$ cat src/rtl/usb_tx_scheduler.sv
// usb_tx_scheduler: shares the transmit FSM between ACK/NACK handshakes and host data,
// tracking each packet to tx_done with an inter-packet gap and a tx_done watchdog.
module usb_tx_scheduler #(
   parameter int unsigned GAP_CYCLES     = 4,
   parameter int unsigned TIMEOUT_CYCLES = 2048
) (
   input  logic       clk_i,
   input  logic       n_rst_i,
   input  logic       ack_req_i,
   input  logic       nack_req_i,
   input  logic       data_req_i,
   input  logic [6:0] data_size_i,
   input  logic [6:0] buffer_occupancy_i,
   input  logic       tx_done_i,
   output logic [1:0] tx_packet_o,
   output logic [6:0] tx_packet_data_size_o,
   output logic       busy_o,
   output logic       ack_sent_o,
   output logic       nack_sent_o,
   output logic       data_sent_o,
   output logic       data_abort_o,
   output logic       tx_timeout_o
);
   localparam logic [2:0] S_IDLE  = 3'd0;
   localparam logic [2:0] S_ISSUE = 3'd1;
   localparam logic [2:0] S_WAIT  = 3'd2;
   localparam logic [2:0] S_DONE  = 3'd3;
   localparam logic [2:0] S_ABORT = 3'd4;
   localparam logic [2:0] S_GAP   = 3'd5;
   localparam logic [1:0] K_DATA  = 2'b01;
   localparam logic [1:0] K_ACK   = 2'b10;
   localparam logic [1:0] K_NACK  = 2'b11;
   localparam logic [15:0] GAP_LAST = 16'(GAP_CYCLES - 1);
   localparam logic [15:0] TO_LAST  = 16'(TIMEOUT_CYCLES - 1);

   logic [2:0]  state_q, state_d;
   logic [1:0]  kind_q, kind_d;
   logic [15:0] cnt_q, cnt_d, cnt_inc;
   logic [6:0]  size_q, size_d;
   logic        ack_pend_q, ack_pend_d, nack_pend_q, nack_pend_d;
   logic        ack_any, nack_any, data_ok;

   // The IDLE decision sees this cycle's request pulses so a handshake always beats data.
   always_comb begin
      ack_any     = ack_pend_q | ack_req_i;
      nack_any    = nack_pend_q | nack_req_i;
      data_ok     = data_req_i && (buffer_occupancy_i >= data_size_i);
      cnt_inc     = (cnt_q == 16'hFFFF) ? cnt_q : cnt_q + 16'd1;
      state_d     = state_q;
      kind_d      = kind_q;
      cnt_d       = cnt_q;
      size_d      = size_q;
      ack_pend_d  = (state_q == S_ISSUE && kind_q != K_DATA) ? ack_req_i : ack_any;
      nack_pend_d = (state_q == S_ISSUE && kind_q != K_DATA) ? nack_req_i : nack_any;
      case (state_q)
         S_IDLE: begin
            if (nack_any) begin
               kind_d  = K_NACK;
               state_d = S_ISSUE;
            end else if (ack_any) begin
               kind_d  = K_ACK;
               state_d = S_ISSUE;
            end else if (data_ok) begin
               kind_d  = K_DATA;
               size_d  = data_size_i;
               state_d = S_ISSUE;
            end
         end
         S_ISSUE: begin
            state_d = S_WAIT;
            cnt_d   = 16'd0;
         end
         S_WAIT: begin
            if (tx_done_i) state_d = S_DONE;
            else if (cnt_q >= TO_LAST) state_d = S_ABORT;
            else cnt_d = cnt_inc;
         end
         S_DONE, S_ABORT: begin
            state_d = S_GAP;
            cnt_d   = 16'd0;
         end
         S_GAP: begin
            if (cnt_q >= GAP_LAST) state_d = S_IDLE;
            else cnt_d = cnt_inc;
         end
         default: state_d = S_IDLE;
      endcase
   end

   always_ff @(posedge clk_i) begin
      if (!n_rst_i) begin
         state_q     <= S_IDLE;
         kind_q      <= 2'b00;
         cnt_q       <= 16'd0;
         size_q      <= 7'd0;
         ack_pend_q  <= 1'b0;
         nack_pend_q <= 1'b0;
      end else begin
         state_q     <= state_d;
         kind_q      <= kind_d;
         cnt_q       <= cnt_d;
         size_q      <= size_d;
         ack_pend_q  <= ack_pend_d;
         nack_pend_q <= nack_pend_d;
      end
   end

   assign tx_packet_o           = (state_q == S_ISSUE) ? kind_q : 2'b00;
   assign tx_packet_data_size_o = size_q;
   assign busy_o                = state_q != S_IDLE;
   assign ack_sent_o            = state_q == S_DONE && kind_q == K_ACK;
   assign nack_sent_o           = state_q == S_DONE && kind_q == K_NACK;
   assign data_sent_o           = state_q == S_DONE && kind_q == K_DATA;
   assign data_abort_o          = state_q == S_ABORT && kind_q == K_DATA;
   assign tx_timeout_o          = state_q == S_ABORT;
endmodule

$ cat config.mk
export PLATFORM = sky130hd
export DESIGN_NAME = usb_tx_scheduler
export DESIGN_NICKNAME = d
export VERILOG_FILES = /design/src/rtl/usb_tx_scheduler.sv
export SDC_FILE = /design/constraint.sdc
export NUM_CORES = 1
export LEC_CHECK = 0
export ABC_AREA = 1
export BUFFER_PORTS_ARGS = -buffer_cell sky130_fd_sc_hd__buf_2
export CAP_MARGIN = 20
export CORE_ASPECT_RATIO = 0.6
export CORE_MARGIN = 4
export CORE_UTILIZATION = 59
export DETAILED_ROUTE_END_ITERATION = 8
export PLACE_DENSITY = 0.88
export SETUP_SLACK_MARGIN = 0.3
export SLEW_MARGIN = 40
export SYNTH_ARGS = -nofsm -noshare
export SYNTH_HDL_FRONTEND = slang
export SYNTH_SLANG_ARGS = --single-unit
export TNS_END_PERCENT = 1
$ cat constraint.sdc
create_clock -name clk_i -period 3.3 [get_ports clk_i]
set_clock_uncertainty 0.15 [all_clocks]
set_input_delay 0.165 -clock clk_i [delete_from_list [all_inputs] [get_ports clk_i]]
set_output_delay 0.165 -clock clk_i [all_outputs]
set_load 0.03 [all_outputs]
==> Word-level counts from Yosys, hierarchy flattened <==
Cells that the tools add are included.
{ "word_totals": {"input_bits": 20, "output_inout_bits": 15, "ff_bits": 30, "wordCells": 64} }
{ "classes": {"mux": 18, "n_reduce_logical": 16, "order_cmp": 3, "eq_ne": 16, "n_addsub": 1, "bitwise": 4} }
{ "op_table": {"columns": ["operator", "count"], "rows": [
  ["16-bit 2-to-1 mux", 4],
  ["16-bit case mux with 3 select lines", 1],
  ["3-bit 2-to-1 mux", 6],
  ["16-bit by 1-bit adder with 16-bit output, second input constant", 1],
  ["16-bit == test, second input constant", 1],
  ["16-bit by 11-bit >= comparator with 1-bit output, second input constant", 1],
  ["16-bit by 2-bit >= comparator with 1-bit output, second input constant", 1],
  ["3-bit case mux with 5 select lines", 1],
  ["3-bit nonzero test", 3],
  ["2-bit 2-to-1 mux", 4],
  ["2-bit inequality test, second input constant", 4],
  ["4-bit AND reduction", 2],
  ["7-bit >= comparator", 1],
  ["3-bit by 2-bit == test with 1-bit output, second input constant", 2],
  ["3-bit == test, second input constant", 2],
  ["1-bit logical AND", 6],
  ["2-bit == test, second input constant", 2],
  ["4-bit inequality test, second input constant", 1],
  ["3-bit by 1-bit == test with 1-bit output, second input constant", 1],
  ["3-bit logical NOT", 1],
  ["3-bit inequality test, second input constant", 1],
  ["3-bit AND reduction", 1],
  ["3-bit OR reduction", 1],
  ["2-bit by 1-bit == test with 1-bit output, second input constant", 1],
  ["other kinds (6)", 9]
]} }

==> Longest topological paths before layout <==
Gate-level depths: netlist of run 1.
{ "depth": {"word_depth": 6, "depth_mapped": 12, "mapped_depth_nobuf": 12} }

==> Least setup slack after synthesis of run 1 <==
OpenSTA, ideal clock, no wires.
{ "synth_timing": {"path_kind": "reg2reg", "startpoint": "register state_q[0]", "endpoint": "register size_q[2] (netlist: tx_packet_data_size_o[2])", "arrival_time_ns": 1.356, "required_time_ns": 3.010, "path_stages_with_launch": 7, "setup_time_ns": 0.140, "synth_period_minus_slack_ns": 1.646, "setup_slack_ns": 1.654, "path_buffers": 0, "path_cell_list": "dfxtp_1 -> nor2_2 -> nand2_1 -> nor2_2 -> nand2_1 -> nand2_1 -> a21oi_1"} }
{ "synth_via": {"elab_chain_len": 2} }
{ "synth_rtl": {"columns": ["element", "line_no", "rtl"], "rows": [
  ["start: declaration", "36", "logic [2:0] state_q, state_d;"],
  ["start signal: assignment", "99", "state_q <= state_d;"],
  ["3-bit logical NOT", "55", "case (state_q)"],
  ["4-bit AND reduction (no line)", null, null],
  ["end signal: assignment", "102", "size_q <= size_d;"],
  ["end: declaration", "39", "logic [6:0] size_q, size_d;"]
]} }
Every way passes these cells.
A chain may end at the register's enable or synchronous reset.

==> Final worst setup path of run 1 <==
{ "layout_timing": {"startpoint": "input ack_req_i", "endpoint": "register size_q[5] (netlist: tx_packet_data_size_o[5])"} }
{ "layout_via": {"elab_chain_len": 3} }
{ "layout_rtl": {"columns": ["element", "line_no", "rtl"], "rows": [
  ["start: declaration", "9", "input logic ack_req_i,"],
  ["1-bit bitwise OR", "45", "ack_any = ack_pend_q | ack_req_i;"],
  ["1-bit NOT (no line)", null, null],
  ["4-bit AND reduction (no line)", null, null]
]} }
Every way passes these cells.

==> results_dict.tcl, run 1 <==
set metrics [dict create \
    grt_pass1_wl_mm 7.33 \
    layout_commonest_cell "nand2_1" \
    root_buffer "clkbuf_8" \
    ys_seq_elements 30 \
    p_switching_w 0.000615 \
    rsz0062_at_grt "no" \
    synth_top_family_by_area "simple AND/OR/NAND/NOR gates" \
    clkPwrFrac_pct 26.3 \
    r2r_slack_ns 1.45 \
    cts_buffer_depth 2 \
    dp.cells 346 \
    coreArea_um2 2890 \
    place_ws_ns 1.43 \
    vias 1838 \
    die-height_um 50.6 \
    cts_tree "done" \
    relSlewSlack_pct 73.1 \
    grt_pass1_vias 1647 \
    ys_warn_count 0 \
    port_buffers 34 \
    syn_area_um2 1790 \
    cp_max_fo 10 \
    fin_cells 356 \
    setup_viol 0 \
    cts_sinks 30 \
    path_common_cell "nand2_1" \
    rows 15 \
    fmax_ghz 0.519 \
    setup_slack_ns 1.37 \
    p_sw_share_pct 43.0 \
    maxSlewViolCount 0 \
    p_per_area_nw_per_um2 669 \
    die_w_um 79.0 \
    initial_core_util_pct 61.8 \
    max_cap_violations 0 \
    combPwrFrac_pct 42.7 \
    synthCells 273 \
    worst-setup-path-type "primary input to flop" \
    synthAdderAreaFrac_pct 5.60 \
    h-tree-depth 2 \
    wire_per_inst_um 12.1 \
    drc 0 \
    ys_seq_area_share_pct 33.6 \
    p_total_w 0.00143 \
    ant_nets 0 \
    synth-simple-area-share_pct 37.7 \
    peakVddDrop_v 0.000410 \
    synth_xor_area_share_pct 1.47 \
    cpPeakStageDelay_ns 0.53 \
    finalCritPeriodShare_pct 58.4 \
    vias_per_cell 5.16 \
    synth_compound_area_share_pct 11.6 \
    p_int_w 0.000815 \
    min_period_ns 1.93 \
    cts.clk_slew.worst_paths_ns 0.06 \
    grt_overflow 0 \
    track_usage_pct 23.4 \
    synth.distinct_cells 25 \
    drt_iter0_drc 182 \
    nNetsFinal 342 \
    hold_ws_ns 0.0156 \
    die_area_um2 4000 \
    insertion_delay_ns 0.28 \
    crit_arrival_ns 1.94 \
    tns_ns 0 \
    antenna_found_initial 0 \
    worst_path_max_delay_cell "dlygate4sd3_1" \
    dp_hpwl_mm 3.12 \
    area_delta_synth_final_pct 19.5 \
    gp_congestion 0.918 \
    drt_wl_total_mm 4.30 \
    drive_gt1_share_pct 20.4 \
    critical_path.cell_chain "dlygate4sd3_1 > buf_2 > nor2_1 > nand2_1 > nor2_2 > nand2_1 > nand2_1 > a21oi_1" \
    synth.area.mux_share_pct 0 \
    worst_pin_slew_ns 0.404 \
    hold_violations 0 \
    p_leak_nw 0.987 \
    cts_buffers 5 \
    start_kind "primary input" \
    seqPwrFrac_pct 31.0 \
    grt_max_degree 23 \
    synth_fp_nets 301 \
    run_status "finished, final reports clean" \
    hold_class "primary input to flop" \
    cts_setup_buffers 0 \
    layout_common_cells "nand2_1, nor2_1, inv_1" \
    cp.required_ns 3.32 \
    num_io_pins 35 \
    synth_area_per_cell_um2 6.54 \
    setup.worst_path.end_class "flop" \
    drt-pass1-iter-count 7 \
    antenna_cells 0 \
]
==> Yosys cell counts <==
library cell	count	share of area [%]
nor2_4	1	0.63
nand3_1	25	7.0
o21ai_0	4	1.1
nand2_2	3	1.1
nand3_2	2	1.1
nor3b_1	2	0.84
a21oi_1	19	5.3
nor2_1	39	8.2
buf_6	1	0.63
nor2_2	4	1.4
nor3_1	7	2.0
nand2_1	68	14
dfxtp_1	30	34
inv_1	37	7.8
buf_2	1	0.28
clkbuf_1	2	0.42
clkinv_1	1	0.21
a21oi_2	7	3.4
o41ai_1	1	0.49
ha_1	8	5.6
inv_2	3	0.63
nand2_4	2	1.3
o21bai_1	1	0.42
xor2_1	3	1.5
a211oi_1	2	0.84
==> per-layer routing <==
layer | global-route usage [%] | share of wire, %
met5 | 0 | 0
met4 | 10.0 | 1.7
met3 | 6.09 | 7.7
met2 | 34.6 | 42
met1 | 32.0 | 48
==> what timing repair did <==
item,4_1_cts,5_1_grt
endpoints found under the hold margin,3,0
resized for setup,0,0
hold buffers,3,0
==> worst paths after layout <==
| kind | startpoint | end | depth (start not counted) |
|---|---|---|---|
| setup / recovery | ack_req_i | tx_packet_data_size_o[5]$_SDFFE_PN0P_ | 8 |
| hold reg to reg | cnt_q[14]$_SDFFE_PN0P_ | cnt_q[14]$_SDFFE_PN0P_ | 2 |
| hold / removal | data_size_i[6] | tx_packet_data_size_o[6]$_SDFFE_PN0P_ | 3 |
| setup reg to reg | cnt_q[0]$_SDFFE_PN0P_ | cnt_q[3]$_SDFFE_PN0P_ | 10 |
==> metrics by stage <==
stage / utilization, % / instance area, um2
after floorplan: - / 1790
after global placement: 69.0 / 1990
after detailed placement: 69.0 / 1990
after CTS: 73.9 / 2140
after global routing: 73.9 / 2140
final: 73.9 / 2140
==> final cells by class <==
cell class / count / area, um2
clock buffers: 6 / 82.6
clock inverters: 1 / 30.0
fillers: 265 / 754
inverters: 41 / 154
multi-input cells: 198 / 1010
flip-flops and latches: 30 / 601
well taps: 42 / 52.6
repair buffers: 38 / 208
==> logic make-up (layout without fill, tap and decap cells) <==
kind of cell / after synthesis / count (layout)
DFF: 30 / 30
xor gates and xnor gates: 3 / 3
adders and majority gates: 8 / 8
and+or+nand+nor: 153 / 153
AOI/OAI and AO/OA: 34 / 34
buffers and inverters: 45 / 86
==> power by group through the flow <==
stage | registers, W | logic [W] | clock network [W]
2_1_floorplan | 0.000446 | 0.000489 | 0
3_3_place_gp | 0.000449 | 0.000576 | 0
3_5_place_dp | 0.000450 | 0.000588 | 0
4_1_cts | 0.000442 | 0.000604 | 0.000382
5_1_grt | 0.000448 | 0.000688 | 0.000397
6_report | 0.000443 | 0.000611 | 0.000376
==> sequential cells by signal, summed over array words and instances (netlist names) <==
signal                 count
cnt_q                     16
kind_q                     2
tx_packet_data_size_o      7
nack_pend_q                1
state_q                    3
ack_pend_q                 1
==> critical path, delay by kind of cell <==
family          cells  cell delay [ns]
buf+inv             2             0.66
simple gates        5             1.05
compound gates      1             0.06
Note: power is estimated with default switching activity, not from simulation.
==> inputs of run 2 (changes only) <==
--- a/config.mk
+++ b/config.mk
@@ -10,9 +10,9 @@
 export CAP_MARGIN = 20
 export CORE_ASPECT_RATIO = 0.6
 export CORE_MARGIN = 4
-export CORE_UTILIZATION = 59
+export CORE_UTILIZATION = 55
 export DETAILED_ROUTE_END_ITERATION = 8
-export PLACE_DENSITY = 0.88
+export PLACE_DENSITY = 0.83
 export SETUP_SLACK_MARGIN = 0.3
 export SLEW_MARGIN = 40
 export SYNTH_ARGS = -nofsm -noshare
==> constraint.sdc (replaced) <==
create_clock -name clk_i -period 2 [get_ports clk_i]
set_clock_uncertainty 0.15 [all_clocks]
set_input_delay 0.1 -clock clk_i [delete_from_list [all_inputs] [get_ports clk_i]]
set_output_delay 0.1 -clock clk_i [all_outputs]
set_load 0.03 [all_outputs]
==> run 2 against run 1 <==
Compared with the run above: worst setup slack got worse by 1.1 ns; critical path depth increased by 2; hold slack improved by 0.071 ns; critical path type is now flop to flop; flip-flop and latch count unchanged.
==> results_dict.tcl, run 2 (same netlist as run 1, synthesis figures left out) <==
set metrics [dict create \
    run_status "finished, final reports clean" \
    cpPeakStageDelay_ns 0.37 \
    rr_endpoint "cnt_q[1]$_SDFFE_PN0P_" \
    nNetsFinal 357 \
    drt_wl_total_mm 5.29 \
    maxSlewViolCount 0 \
    clkPwrFrac_pct 22.8 \
    fmax_ghz 0.593 \
    critical_path_buf_inv_count 0 \
    drt-pass1-iter-count 5 \
    regToRegStartpoint "cnt_q[1]$_SDFFE_PN0P_" \
    port_buffers 34 \
    die_area_um2 4250 \
    cts_sinks 30 \
    hold_path_end "state_q[2]$_SDFFE_PN0P_" \
    cp_max_fo 7 \
    grt_pass1_vias 1717 \
    track_usage_pct 23.4 \
    worst-setup-path-type "flop to flop" \
    die_w_um 81.6 \
    grt_max_degree 17 \
    antenna_cells 0 \
    vias 1997 \
    min_period_ns 1.69 \
    hp-start "tx_done_i" \
    fin_util_pct 79.4 \
    num-fill-cells 199 \
    vias_per_cell 5.37 \
    start_kind "flop" \
    h-tree-depth 2 \
    drive_gt1_share_pct 27.6 \
    whs_path_depth 4 \
    seq_area_um2 611 \
    relSlewSlack_pct 78.5 \
    rows 15 \
    layout_common_cells "nand2_1, inv_1, nor2_1" \
    die-height_um 52.2 \
    grt_overflow 0 \
    hold_violations 0 \
    cts_buffer_depth 2 \
    hold_class "primary input to flop" \
    gp_congestion 0.891 \
    worst_pin_slew_ns 0.318 \
    drt_iter0_drc 177 \
    p_per_area_nw_per_um2 1120 \
    critical_path.top_delay_family "simple AND/OR/NAND/NOR gates" \
    finalCritPeriodShare_pct 84.3 \
    worst_path_max_delay_cell "dfxtp_2" \
    p_total_w 0.00265 \
    r2r_slack_ns 0.31 \
    root_buffer "clkbuf_8" \
    top_register "cnt_q" \
    cts.clk_slew.worst_paths_ns 0.07 \
    setup_viol 0 \
    layout_commonest_cell "nand2_1" \
    peakVddDrop_v 0.000667 \
    antenna_found_initial 0 \
    num_io_pins 35 \
    p_sw_share_pct 44.8 \
    setup.worst_path.end_class "flop" \
    coreArea_um2 2980 \
    path_common_cell "nand2_8" \
    combPwrFrac_pct 48.7 \
    insertion_delay_ns 0.28 \
    critical_path.cell_chain "ha_4 > nand2_2 > nor2_4 > nand3_2 > nand3_4 > nand2_8 > nand2_8 > nand2_1 > o21ai_1 > nor2_1" \
    p_switching_w 0.00118 \
    cts_tree "done" \
    tns_ns 0 \
    rsz0062_at_grt "yes" \
    ant_nets 0 \
    seqPwrFrac_pct 28.4 \
    multiInputGateArea_um2 1110 \
    p_leak_nw 1.08 \
    p_int_w 0.00146 \
    reg2reg_depth 10 \
    crit_arrival_ns 1.71 \
    wire_per_inst_um 14.2 \
    largest_reg_flops 16 \
    grt_pass1_wl_mm 7.60 \
    drc 0 \
    dp_hpwl_mm 3.32 \
    max_cap_violations 0 \
    cp.required_ns 2.03 \
    area_delta_synth_final_pct 32.6 \
    cts_buffers 5 \
    initial_core_util_pct 59.9 \
]
-- run 2: cell count changes in the layout (fill, tap and decap cells not counted), sizes merged --
cell	before	now
buf	35	42
clkbuf	6	7
dlygate4sd3	3	10
nand2	73	74
-- run 2: timing repair --
| action | in CTS | in global routing |
|---|---|---|
| gates resized for setup | 5 | 27 |
| cloned | 0 | 1 |
| buffers inserted | 0 | 5 |
| pin swaps | 0 | 8 |
| endpoints found under the setup margin | 22 | 25 |
| endpoints found under the hold margin | 12 | 0 |
| hold buffers | 10 | 0 |
-- run 2: worst reg2reg max path, cell delays in order (launching register included) --
cell and delay (ns):
dfxtp_2 0.37, ha_4 0.15, nand2_2 0.07, nor2_4 0.15, nand3_2 0.13, nand3_4 0.12, nand2_8 0.09, nand2_8 0.12
nand2_1 0.08, o21ai_1 0.09, nor2_1 0.06
-- run 2: power by group through the flow --
stage                     logic, W  registers [W]  clock network, W
final                      0.00129       0.000752          0.000604
after global routing       0.00138       0.000762          0.000624
after CTS                  0.00107       0.000732          0.000600
after detailed placement  0.000997       0.000744                 0
after global placement    0.000977       0.000741                 0
after floorplan           0.000807       0.000736                 0
-- run 2: layout make-up --
class / count / share of cell area, %
Tap cell: 42 / 2.22
Multi-Input combinational cell: 199 / 46.8
Sequential cell: 30 / 25.8
Inverter: 41 / 6.81
Clock buffer: 7 / 3.22
Clock inverter: 1 / 1.27
Timing Repair Buffer: 52 / 13.9
-- run 2: per-stage QoR --
| step | hold slack [ns] | instance area, um2 | worst slack (ns) | std cells |
|---|---|---|---|---|
| 2_1_floorplan | 0.0708 | 1790 | 0.354 | 273 |
| 3_3_place_gp | 0.213 | 2010 | 0.263 | 348 |
| 3_5_place_dp | 0.217 | 2010 | 0.184 | 348 |
| 4_1_cts | 0.0556 | 2230 | 0.277 | 366 |
| 5_1_grt | 0.116 | 2370 | 0.234 | 372 |
| 6_report | 0.0869 | 2370 | 0.313 | 372 |
-- run 2: how the worst max path moves through the flow --
stage / from / to / slack (ns) / depth (start not counted)
finish: cnt_q[1]$_SDFFE_PN0P_ / cnt_q[1]$_SDFFE_PN0P_ / 0.31 / 10
detailed placement: cnt_q[0]$_SDFFE_PN0P_ / cnt_q[12]$_SDFFE_PN0P_ / 0.18 / 9
global route: cnt_q[0]$_SDFFE_PN0P_ / state_q[0]$_SDFFE_PN0P_ / 0.23 / 9
floorplan: state_q[0]$_SDFFE_PN0P_ / tx_packet_data_size_o[2]$_SDFFE_PN0P_ / 0.35 / 6
global placement: cnt_q[0]$_SDFFE_PN0P_ / cnt_q[10]$_SDFFE_PN0P_ / 0.26 / 10
CTS: cnt_q[0]$_SDFFE_PN0P_ / cnt_q[12]$_SDFFE_PN0P_ / 0.28 / 9
-- run 2: metal layers --
metal | share of wire (%) | vias up | global-route usage (%)
li1 | - | 982 | -
met1 | 44 | 870 | 31.4
met2 | 44 | 125 | 36.1
met3 | 10 | 20 | 5.71
met4 | 2.3 | 0 | 9.67
met5 | 0 | - | 0
==> inputs of run 3 (changes only) <==
--- a/config.mk
+++ b/config.mk
@@ -5,14 +5,14 @@
 export SDC_FILE = /design/constraint.sdc
 export NUM_CORES = 1
 export LEC_CHECK = 0
-export ABC_AREA = 1
+export ABC_AREA = 0
 export BUFFER_PORTS_ARGS = -buffer_cell sky130_fd_sc_hd__buf_2
 export CAP_MARGIN = 20
 export CORE_ASPECT_RATIO = 0.6
 export CORE_MARGIN = 4
-export CORE_UTILIZATION = 55
+export CORE_UTILIZATION = 54
 export DETAILED_ROUTE_END_ITERATION = 8
-export PLACE_DENSITY = 0.83
+export PLACE_DENSITY = 0.82
 export SETUP_SLACK_MARGIN = 0.3
 export SLEW_MARGIN = 40
 export SYNTH_ARGS = -nofsm -noshare
==> constraint.sdc (replaced) <==
create_clock -name clk_i -period 1.7 [get_ports clk_i]
set_clock_uncertainty 0.15 [all_clocks]
set_input_delay 0.085 -clock clk_i [delete_from_list [all_inputs] [get_ports clk_i]]
set_output_delay 0.085 -clock clk_i [all_outputs]
set_load 0.03 [all_outputs]
==> run 3 against run 2 <==
Compared with the run above: the flow now finishes with violations (negative setup slack); die area decreased by 5.4%; routed wire length increased by 15%; fmax fell by 29%; total power down 24%; non-clock buffer count up 24; largest cell class unchanged; largest power group is now registers.
==> results_dict.tcl, run 3 <==
set metrics [dict create \
    p_leak_nw 1.06 \
    fin_util_pct 87.0 \
    worst-setup-path-type "flop to flop" \
    dp_hpwl_mm 3.26 \
    finalCritPeriodShare_pct 140 \
    fmax_ghz 0.419 \
    vias 2022 \
    start_kind "flop" \
    worst_pin_slew_ns 0.497 \
    antenna_found_initial 0 \
    syn_area_um2 1650 \
    rsz0062_at_grt "yes" \
    hold_violations 0 \
    p_int_w 0.00139 \
    yosysMostFrequentCell "dfxtp_1" \
    peakVddDrop_v 0.000842 \
    drive_gt1_share_pct 43.9 \
    grt_max_degree 24 \
    h-tree-depth 2 \
    worst_path_max_delay_cell "o31a_2" \
    path_common_cell "or3_4" \
    p_total_w 0.00202 \
    synth_common_cells "dfxtp_1, nand2_1, a21oi_1" \
    top_register "cnt_q" \
    synth_area_per_cell_um2 7.92 \
    num_io_pins 35 \
    crit_arrival_ns 2.42 \
    insertion_delay_ns 0.29 \
    p_sw_share_pct 31.0 \
    die_area_um2 4030 \
    grt_pass1_vias 1725 \
    ys_seq_elements 30 \
    gp_congestion 0.913 \
    multiInputGateArea_um2 1150 \
    max_cap_violations 0 \
    largest_reg_flops 16 \
    antenna_cells 0 \
    critical_path.cell_chain "or3_4 > or3_4 > o31a_2 > or3b_4 > a21oi_1" \
    initial_core_util_pct 57.0 \
    drt_wl_total_mm 6.10 \
    nNetsFinal 307 \
    hold_class "primary input to flop" \
    layout_commonest_cell "buf_4" \
    async_flop_share_pct 0 \
    p_per_area_nw_per_um2 801 \
    maxSlewViolCount 0 \
    synth_top_area_share_pct 36.5 \
    relSlewSlack_pct 66.8 \
    setup.worst_path.end_class "flop" \
    rows 15 \
    synth.distinct_cells 37 \
    synthCells 208 \
    cpPeakStageDelay_ns 0.44 \
    grt_pass1_wl_mm 7.95 \
    combPwrFrac_pct 26.8 \
    wire_per_inst_um 18.9 \
    seqPwrFrac_pct 39.1 \
    ant_nets 0 \
    setup_viol 16 \
    cp_max_fo 8 \
    setup_slack_ns -0.686 \
    drc 0 \
    drt-pass1-iter-count 5 \
    vias_per_cell 6.28 \
    synth_top_area_cell "dfxtp_1" \
    synth_edf_count 0 \
    die_w_um 79.3 \
    track_usage_pct 26.0 \
    synth_fp_nets 236 \
    coreArea_um2 2890 \
    num-fill-cells 143 \
    min_period_ns 2.39 \
    p_switching_w 0.000625 \
    synthTopCellsByArea "dfxtp_1, ha_1, nand2_1" \
    die-height_um 50.8 \
    cts.clk_slew.worst_paths_ns 0.06 \
    root_buffer "clkbuf_8" \
    grt_overflow 0 \
    ys_warn_count 0 \
    cp.required_ns 1.74 \
    layout_common_cells "buf_4, buf_2, nand2_1" \
    area_delta_synth_final_pct 52.7 \
    cts_sinks 30 \
    cts_buffers 5 \
    drt_iter0_drc 255 \
    ys_seq_area_share_pct 36.5 \
    clkPwrFrac_pct 34.1 \
    run_status "complete, but fails checks" \
    port_buffers 34 \
    seq_area_um2 614 \
    cts_tree "done" \
    violations "negative setup slack" \
    cts_buffer_depth 2 \
    synth_ff_type "dfxtp_1" \
]
==> run 3: changes by cell type after synthesis, sizes merged, moves of 8 or more <==
cell | before | now
inv | 40 | 13
o31ai | 0 | 8
nand3 | 27 | 10
nand2 | 73 | 25
nor2 | 44 | 13
mux2i | 0 | 8
clkbuf | 2 | 10
a21oi | 26 | 14
==> run 3: what timing repair did <==
action                     in CTS  in global routing
hold endpoints to repair        7                  0
resized for setup              24                 40
setup buffers                   0                  1
hold buffers                    6                  0
cloned                          0                  1
pin swaps                       3                 14
setup endpoints to repair      38                 38
==> run 3: power by group through the flow <==
stage	Sequential, W	Clock, W	Combinational (W)
5_1_grt	0.000793	0.000725	0.000578
3_5_place_dp	0.000782	0	0.000417
6_report	0.000788	0.000687	0.000541
2_1_floorplan	0.000768	0	0.000250
4_1_cts	0.000771	0.000684	0.000460
3_3_place_gp	0.000780	0	0.000406
==> run 3: layout make-up <==
class                           count  share of cell area [%]
Tap cell                           42                    2.09
Sequential cell                    30                    24.4
Inverter                           13                    1.94
Clock buffer                        8                    4.38
Timing Repair Buffer               76                    21.5
Multi-Input combinational cell    153                    45.7
==> run 3: worst paths after layout <==
kind | startpoint | end | slack [ns] | depth (start not counted)
max | cnt_q[13]$_SDFFE_PN0P_ | cnt_q[1]$_SDFFE_PN0P_ | -0.69 | 5
min | data_size_i[6] | tx_packet_data_size_o[6]$_SDFFE_PN0P_ | 0.03 | 4
max reg2reg | cnt_q[13]$_SDFFE_PN0P_ | cnt_q[1]$_SDFFE_PN0P_ | -0.69 | 5
min reg2reg | tx_packet_data_size_o[6]$_SDFFE_PN0P_ | tx_packet_data_size_o[6]$_SDFFE_PN0P_ | 0.31 | 2
==> run 3: per-layer routing <==
metal	global-route usage, %	up-vias	part of all wire, %
li1	-	889	-
met1	33.5	953	39
met2	42.3	133	47
met3	7.17	47	8.9
met4	8.29	0	5.7
met5	0	-	0
==> run 3: logic make-up (layout without fill, tap and decap cells) <==
| group | count (synthesis) | count (layout) | share of synthesized area, % |
|---|---|---|---|
| adders and majority gates | 8 | 8 | 6.08 |
| AOI/OAI and AO/OA | 40 | 41 | 15.7 |
| buffers and inverters | 26 | 97 | 6.46 |
| muxes | 8 | 8 | 4.86 |
| and+or+nand+nor | 96 | 96 | 30.5 |
| DFF | 30 | 30 | 36.5 |
==> run 3: metrics by stage <==
step                instances  hold slack, ns  setup WS, ns  TNS (ns)  instance area [um2]
finish                    322          0.0279        -0.686     -8.61                 2510
CTS                       320          0.0126        -0.580     -6.92                 2350
global placement          306           0.177        -0.612    -10.37                 2090
floorplan                 208          0.0735        -0.448     -8.90                 1650
detailed placement        306           0.209        -0.645    -11.12                 2090
global route              322          0.0295        -0.749     -9.53                 2510
==> run 3: critical path: cells and delay by family (launching register included) <==
| kind | cells | cell delay (ns) |
|---|---|---|
| compound gates | 2 | 0.64 |
| flops | 1 | 0.33 |
| simple gates | 3 | 1.16 |
